File: src/rtl/spike_fifo.sv
// spike_fifo
// ----------
// Single-clock FIFO that sits between the bus-side producer/consumer and
// the SNN core. The read port is first-word-fall-through: the word at the
// head of the queue is always visible on pop_data, and asserting pop
// consumes it. Occupancy, empty/full, the sticky error flags and the
// peak-occupancy watermark are all registers. The status register window
// reads them directly, so none of them has a combinational path from
// push, pop or clr_flags.
//
// Ports
//   clk        in   1      clock; all state changes on the rising edge
//   rst        in   1      synchronous active-high reset
//   push       in   1      write request
//   push_data  in   WIDTH  write data, captured when the push is accepted
//   pop        in   1      read request; consumes the word on pop_data
//   pop_data   out  WIDTH  head-of-queue word, zero while empty
//   count      out  CW     occupancy, 0..DEPTH
//   empty      out  1      count == 0
//   full       out  1      count == DEPTH
//   overflow   out  1      sticky: a push was dropped
//   underflow  out  1      sticky: a pop was issued while empty
//   max_count  out  CW     highest occupancy since reset / last clr_flags
//   clr_flags  in   1      clears overflow, underflow and max_count
module spike_fifo #(
  parameter int WIDTH = 32,
  parameter int DEPTH = 16,
  parameter int CW    = $clog2(DEPTH + 1)
) (
  input  logic             clk,
  input  logic             rst,
  input  logic             push,
  input  logic [WIDTH-1:0] push_data,
  input  logic             pop,
  output logic [WIDTH-1:0] pop_data,
  output logic [CW-1:0]    count,
  output logic             empty,
  output logic             full,
  output logic             overflow,
  output logic             underflow,
  output logic [CW-1:0]    max_count,
  input  logic             clr_flags
);

  // Pointer width. DEPTH >= 2, so this is always at least one bit.
  localparam int PW = $clog2(DEPTH);

  localparam logic [PW-1:0] PTR_LAST  = PW'(DEPTH - 1);
  localparam logic [CW-1:0] CNT_FULL  = CW'(DEPTH);

  // Storage. This array has no reset. Empty is tracked through the count,
  // so stale entries are never observed.
  logic [WIDTH-1:0] r_mem [DEPTH];

  logic [PW-1:0] r_wr_ptr;
  logic [PW-1:0] r_rd_ptr;
  logic [CW-1:0] r_count;
  logic          r_empty;
  logic          r_full;
  logic          r_overflow;
  logic          r_underflow;
  logic [CW-1:0] r_max_count;

  logic          w_pop_ok;
  logic          w_push_ok;
  logic          w_overflow_evt;
  logic          w_underflow_evt;
  logic [CW-1:0] w_count_next;
  logic [CW-1:0] w_max_next;
  logic [PW-1:0] w_wr_ptr_inc;
  logic [PW-1:0] w_rd_ptr_inc;

  // ---------------------------------------------------------------------
  // Accept logic
  // ---------------------------------------------------------------------
  // A push into a full FIFO is still accepted when a pop frees a slot in
  // the same cycle. That case cannot corrupt data: when full, wr_ptr ==
  // rd_ptr, and the head word is read out in the same cycle that the
  // slot is overwritten.
  assign w_pop_ok        = pop && !r_empty;
  assign w_push_ok       = push && (!r_full || w_pop_ok);
  assign w_overflow_evt  = push && !w_push_ok;
  assign w_underflow_evt = pop && r_empty;

  // Explicit wrap at DEPTH-1. DEPTH need not be a power of two.
  assign w_wr_ptr_inc = (r_wr_ptr == PTR_LAST) ? '0 : r_wr_ptr + PW'(1);
  assign w_rd_ptr_inc = (r_rd_ptr == PTR_LAST) ? '0 : r_rd_ptr + PW'(1);

  always_comb begin
    w_count_next = r_count;
    if (w_push_ok && !w_pop_ok) begin
      w_count_next = r_count + CW'(1);
    end else if (w_pop_ok && !w_push_ok) begin
      w_count_next = r_count - CW'(1);
    end
  end

  // The watermark restarts from the post-update occupancy, not from zero.
  // A clear therefore never reports less than the occupancy the FIFO
  // actually has.
  always_comb begin
    w_max_next = r_max_count;
    if (clr_flags || (w_count_next > r_max_count)) begin
      w_max_next = w_count_next;
    end
  end

  // ---------------------------------------------------------------------
  // Storage write (no reset on the array)
  // ---------------------------------------------------------------------
  always_ff @(posedge clk) begin
    if (!rst && w_push_ok) begin
      r_mem[r_wr_ptr] <= push_data;
    end
  end

  // ---------------------------------------------------------------------
  // Control and status state
  // ---------------------------------------------------------------------
  always_ff @(posedge clk) begin
    if (rst) begin
      r_wr_ptr    <= '0;
      r_rd_ptr    <= '0;
      r_count     <= '0;
      r_empty     <= 1'b1;
      r_full      <= 1'b0;
      r_overflow  <= 1'b0;
      r_underflow <= 1'b0;
      r_max_count <= '0;
    end else begin
      if (w_push_ok) begin
        r_wr_ptr <= w_wr_ptr_inc;
      end
      if (w_pop_ok) begin
        r_rd_ptr <= w_rd_ptr_inc;
      end
      r_count     <= w_count_next;
      // empty/full are decoded from the next count so that they are
      // registered alongside it rather than decoded after the flop.
      r_empty     <= (w_count_next == '0);
      r_full      <= (w_count_next == CNT_FULL);
      // A new event in the same cycle as a clear leaves the flag set.
      r_overflow  <= (r_overflow  && !clr_flags) || w_overflow_evt;
      r_underflow <= (r_underflow && !clr_flags) || w_underflow_evt;
      r_max_count <= w_max_next;
    end
  end

  // ---------------------------------------------------------------------
  // Outputs
  // ---------------------------------------------------------------------
  // The head word depends only on registered state, so it has no path
  // from push or pop.
  assign pop_data  = r_empty ? '0 : r_mem[r_rd_ptr];
  assign count     = r_count;
  assign empty     = r_empty;
  assign full      = r_full;
  assign overflow  = r_overflow;
  assign underflow = r_underflow;
  assign max_count = r_max_count;

endmodule

File: config.mk
export PLATFORM = sky130hd
export DESIGN_NAME = spike_fifo
export DESIGN_NICKNAME = d
export VERILOG_FILES = /design/src/rtl/spike_fifo.sv
export SDC_FILE = /design/constraint.sdc
export NUM_CORES = 1
export LEC_CHECK = 0
export ABC_CLOCK_PERIOD_IN_PS = 5450
export BUFFER_PORTS_ARGS = -buffer_cell sky130_fd_sc_hd__clkbuf_2
export CAP_MARGIN = 0
export CORE_ASPECT_RATIO = 1.1
export CORE_UTILIZATION = 40
export CTS_CLUSTER_SIZE = 24
export DETAILED_ROUTE_END_ITERATION = 8
export PLACE_DENSITY = 0.63
export SLEW_MARGIN = 20
export SYNTH_ARGS = -nofsm -noshare
export SYNTH_HDL_FRONTEND = slang
export SYNTH_SLANG_ARGS = --single-unit
File: constraint.sdc
create_clock -name clk -period 5.45 [get_ports clk]
set_clock_uncertainty 0.2 [all_clocks]
set_input_delay 0.8175 -clock clk [delete_from_list [all_inputs] [get_ports clk]]
set_output_delay 0.8175 -clock clk [all_outputs]
set_load 0.005 [all_outputs]
# After elaboration in Yosys (flattened, before gate mapping)
# Memory sizes are Yosys's and may differ from the RTL's. A register that Yosys moved wholly into a read port is not among the register bits.
# Cells that the tools add are included.
# totals
input_bits,37
register_bits,22
ramBits,512
output_inout_bits,46
n_memories,1
elab_cells,46
# classes
muxes,9
eq_ne,3
reduce_logical,20
magnitude_cmp,1
n_addsub,4
# memory_table
name,depth,width,rd,rd_clocked_by_memory_dff,wr,line_no,source
r_mem,16,32,1,1,1,53,logic [WIDTH-1:0] r_mem [DEPTH];
# ops
op,n
32-bit two-way mux,1
4-bit two-way mux,4
5-bit two-way mux,2
1-bit logical AND,9
4-bit by 1-bit adder with 4-bit output (second input constant),2
4-bit == test (second input constant),2
1-bit logical NOT,6
5-bit by 1-bit adder with 5-bit output (second input constant),1
5-bit == test (second input constant),1
5-bit greater-than comparator,1
5-bit logical NOT,1
5-bit by 1-bit subtractor with 5-bit output (second input constant),1
1-bit logical OR,4
1-bit two-way mux,2

# Depth between registers and ports, before layout
# depth
word_depth,10
depth_mapped,13
mapped_depth_nobuf,13

# Worst setup path before layout
# No wires, ideal clock.
# synth_timing
kind,input-to-reg
startpoint,input port pop
endpoint,"memory r_mem[3][0], enable pin"
cell_stages,6
arrival_ns,3.685
setup_slack_ns,1.104
setup_time_ns,0.461
t_required_ns,4.789
n_path_buf,1
path_cell_list,nand2b_4 > buf_6 > a21boi_4 > and2b_1 > nand2_1 > nor3_1
# synth_between
elab_chain_cells,6
# synth_lines
item,line_no,source
start: declaration,34,"input logic pop,"
1-bit logical AND,80,assign w_pop_ok = pop && !r_empty;
1-bit logical OR,81,assign w_push_ok = push && (!r_full || w_pop_ok);
1-bit logical AND,81,
1-bit logical AND,112,if (!rst && w_push_ok) begin
1-bit two-way mux,112,
1-bit two-way mux (implied by the code),113,r_mem[r_wr_ptr] <= push_data;
end: declaration,53,
# Every way passes these cells.

==> run metrics <==
# IOs 83; IO Port Bufs 82; CP startpoint kind flip-flop; Vias/cell 5.569; Critical R2R Launch count[0]; cell taking the most area after synthesis edfxtp_1; Final Cycle Share between 70 and 80%; Leakage about 7.4 nW; power per cell area 383.7 mW/mm^2; CTS tree done; initial antenna violation count 1; Chip Height 239.9 um; worst-margin pin slew 1092 ps; r2r endpoint max_count[0]; Hold Buf Count CTS 0; final-report hold violation count 0; status finished, final reports clean; Hold Path End max_count[3]; Seq/Total Area, Yosys 77.21%; drt pass-1 iters 6; clk_lat worst skew 590 ps; WHS 311.6 ps; Relative slew margins 27.02%; DP Worst Slack 1632 ps; clock buffer count from CTS 53; crit path time final slightly above 4000 ps; vias in the first global route 10290; crit path DAT 3090 ps; Async SR Flop Fraction 0%; CP Class flip-flop to primary output; Mapped Area between 0.02 and 0.025 sq mm; Clock Path Buffers 3; CP required 4430 ps; number of gates resized after cts 0; setup bufs post-CTS 0; max_cap viols 0; RSZ-0062 raised after global routing no; DRT antenna net count 0; Worst Setup End Kind primary output; Synth top area share approximately three quarters; R2R depth 12; layout cells sized above 1 31.13%; syn nets 1008; total gr overflow 0; Post-Synthesis Cells approximately 960; filler instances 4136; Total Negative Setup Slacks 0 ps; die area 0.05238 sq mm; Die Width approximately 220 um; hold crit path type flip-flop to flip-flop; core area 0.05047 sq mm; synth warn 0; most frequent cells in the layout edfxtp_1 (512), mux4_2 (128), clkbuf_2 (82); GRT Total Usage 17.54%; P&R area growth vs syn 14.99%; nets@finish 1125; CTS root buf clkbuf_16; # H-tree levels 2; commonest non-fill, non-tap cell in the layout edfxtp_1; hold wc startpoint max_count[3]; Placer Congestion a little over 0.7; DR WL/cell about 25 um; first-pass GRT wire length 66390 um; first-iteration detailed-routing DRC count 944; count of flip-flops with a built-in enable after synthesis a little over 500; Fmax 0.2437 GHz; Tot Pwr 0.009082 W; row count 86; ant diodes 0; Via Count 9901; largest cells by area after synthesis edfxtp_1 (75%), mux4_2 (14%), dfxtp_1 (2.5%); largest net degree at the start of global routing 69; Sink Count around 540; register bit total from synthesis 538; Max FO, Critical Path 32; WHS Path Cells 2; final setup vio count 0; R2R setup slack just over 2000 ps; Final Max Slew Viols 0; hpwl dp around 24000 um; Final WS setup 1346 ps; Reg clk slew, reported paths about 60 ps; Main synth FF type edfxtp_1; Starting Density 40.79%; Avg Inst Size Synth 21.47 sq um; Placed Instances roughly 1700; routed wire length 44930 um; Peak VDD IR about 0.00023 V; DRC 0; Cell variety after synth 46; Layout Cells excl Fill between 1500 and 2000
==> cell families after synthesis <==
kind of cell	share of synthesized area, %
compound gates	4.151
xor+xnor	0.2918
fa+ha+maj	0.7293
buf+inv	1.374
flops	77.21
mux	14.10
simple gates	2.139
==> final cells by class <==
type / instances / area (sq um) / share of cell area (%)
well taps: 660 / 825.8 / 3.489
multi-input cells: 357 / 4542 / 19.19
clock inverters: 37 / 326.6 / 1.380
flip-flops and latches: 538 / 15900 / 67.19
clock buffers: 60 / 1353 / 5.714
inverters: 12 / 45.04 / 0.1903
repair buffers: 114 / 675.6 / 2.854
==> synthesized netlist by cell type, types with 2 or more instances <==
| cell | count |
|---|---|
| mux4_2 | 128 |
| buf_4 | 2 |
| o21bai_1 | 2 |
| or3_1 | 3 |
| buf_1 | 7 |
| nor2_1 | 29 |
| nand3_1 | 4 |
| nand2_1 | 15 |
| xnor2_1 | 3 |
| mux2i_1 | 2 |
| nor2b_1 | 5 |
| nor4b_2 | 2 |
| edfxtp_1 | 512 |
| inv_1 | 11 |
| nor3_1 | 6 |
| o21ai_0 | 6 |
| clkbuf_1 | 25 |
| buf_6 | 2 |
| a32oi_1 | 2 |
| xor2_1 | 2 |
| a31oi_1 | 2 |
| ha_1 | 12 |
| dfxtp_1 | 26 |
| nand2b_1 | 8 |
| a22oi_1 | 65 |
| a21oi_1 | 43 |
| buf_2 | 16 |
==> layer usage <==
metal / global-route usage [%] / vias up / part of all wire [%] / wire length [um]
met5: 0 / - / 0.029 / 13
met4: 4.662 / 2 / 2.0 / 918
met3: 3.314 / 64 / 5.9 / 2668
met2: 29.01 / 301 / 50 / 22580
met1: 23.83 / 5257 / 42 / 18750
li1: - / 4277 / - / -
==> through the flow <==
stage | instance area, sq um | util [%]
2_1_floorplan | 20590 | -
3_3_place_gp | 21990 | 43.58
3_5_place_dp | 21990 | 43.58
4_1_cts | 23670 | 46.91
5_1_grt | 23670 | 46.91
6_report | 23670 | 46.91
==> flip-flops by register name (all words and copies together), names as in the netlist, named ones only <==
signal / cells
overflow: 1
max_count: 5
r_rd_ptr: 4
r_mem: 512
empty: 1
r_wr_ptr: 4
count: 5
underflow: 1
full: 1
==> worst max-delay path, cell delays in order (launching register included) <==
cell	delay, ps
dfxtp_4	810
buf_4	530
mux4_2	570
a22oi_1	250
a21oi_1	160
clkbuf_2	160
==> how the worst max path moves through the flow <==
stage	to	slack, ps
global route	pop_data[29]	1090
finish	pop_data[5]	1350
detailed placement	max_count[0]	1630
global placement	max_count[0]	1760
CTS	pop_data[5]	1240
floorplan	r_mem[3][0]	1100
==> report_power, final <==
part           switching, W  leakage [nW]  internal (W)
clock network       0.00152         0.824       0.00202
logic              0.000474          1.75      0.000413
registers         0.0000705          4.83       0.00458
total               0.00207          7.40       0.00701
No activity file was read; power rests on OpenSTA's default activity.
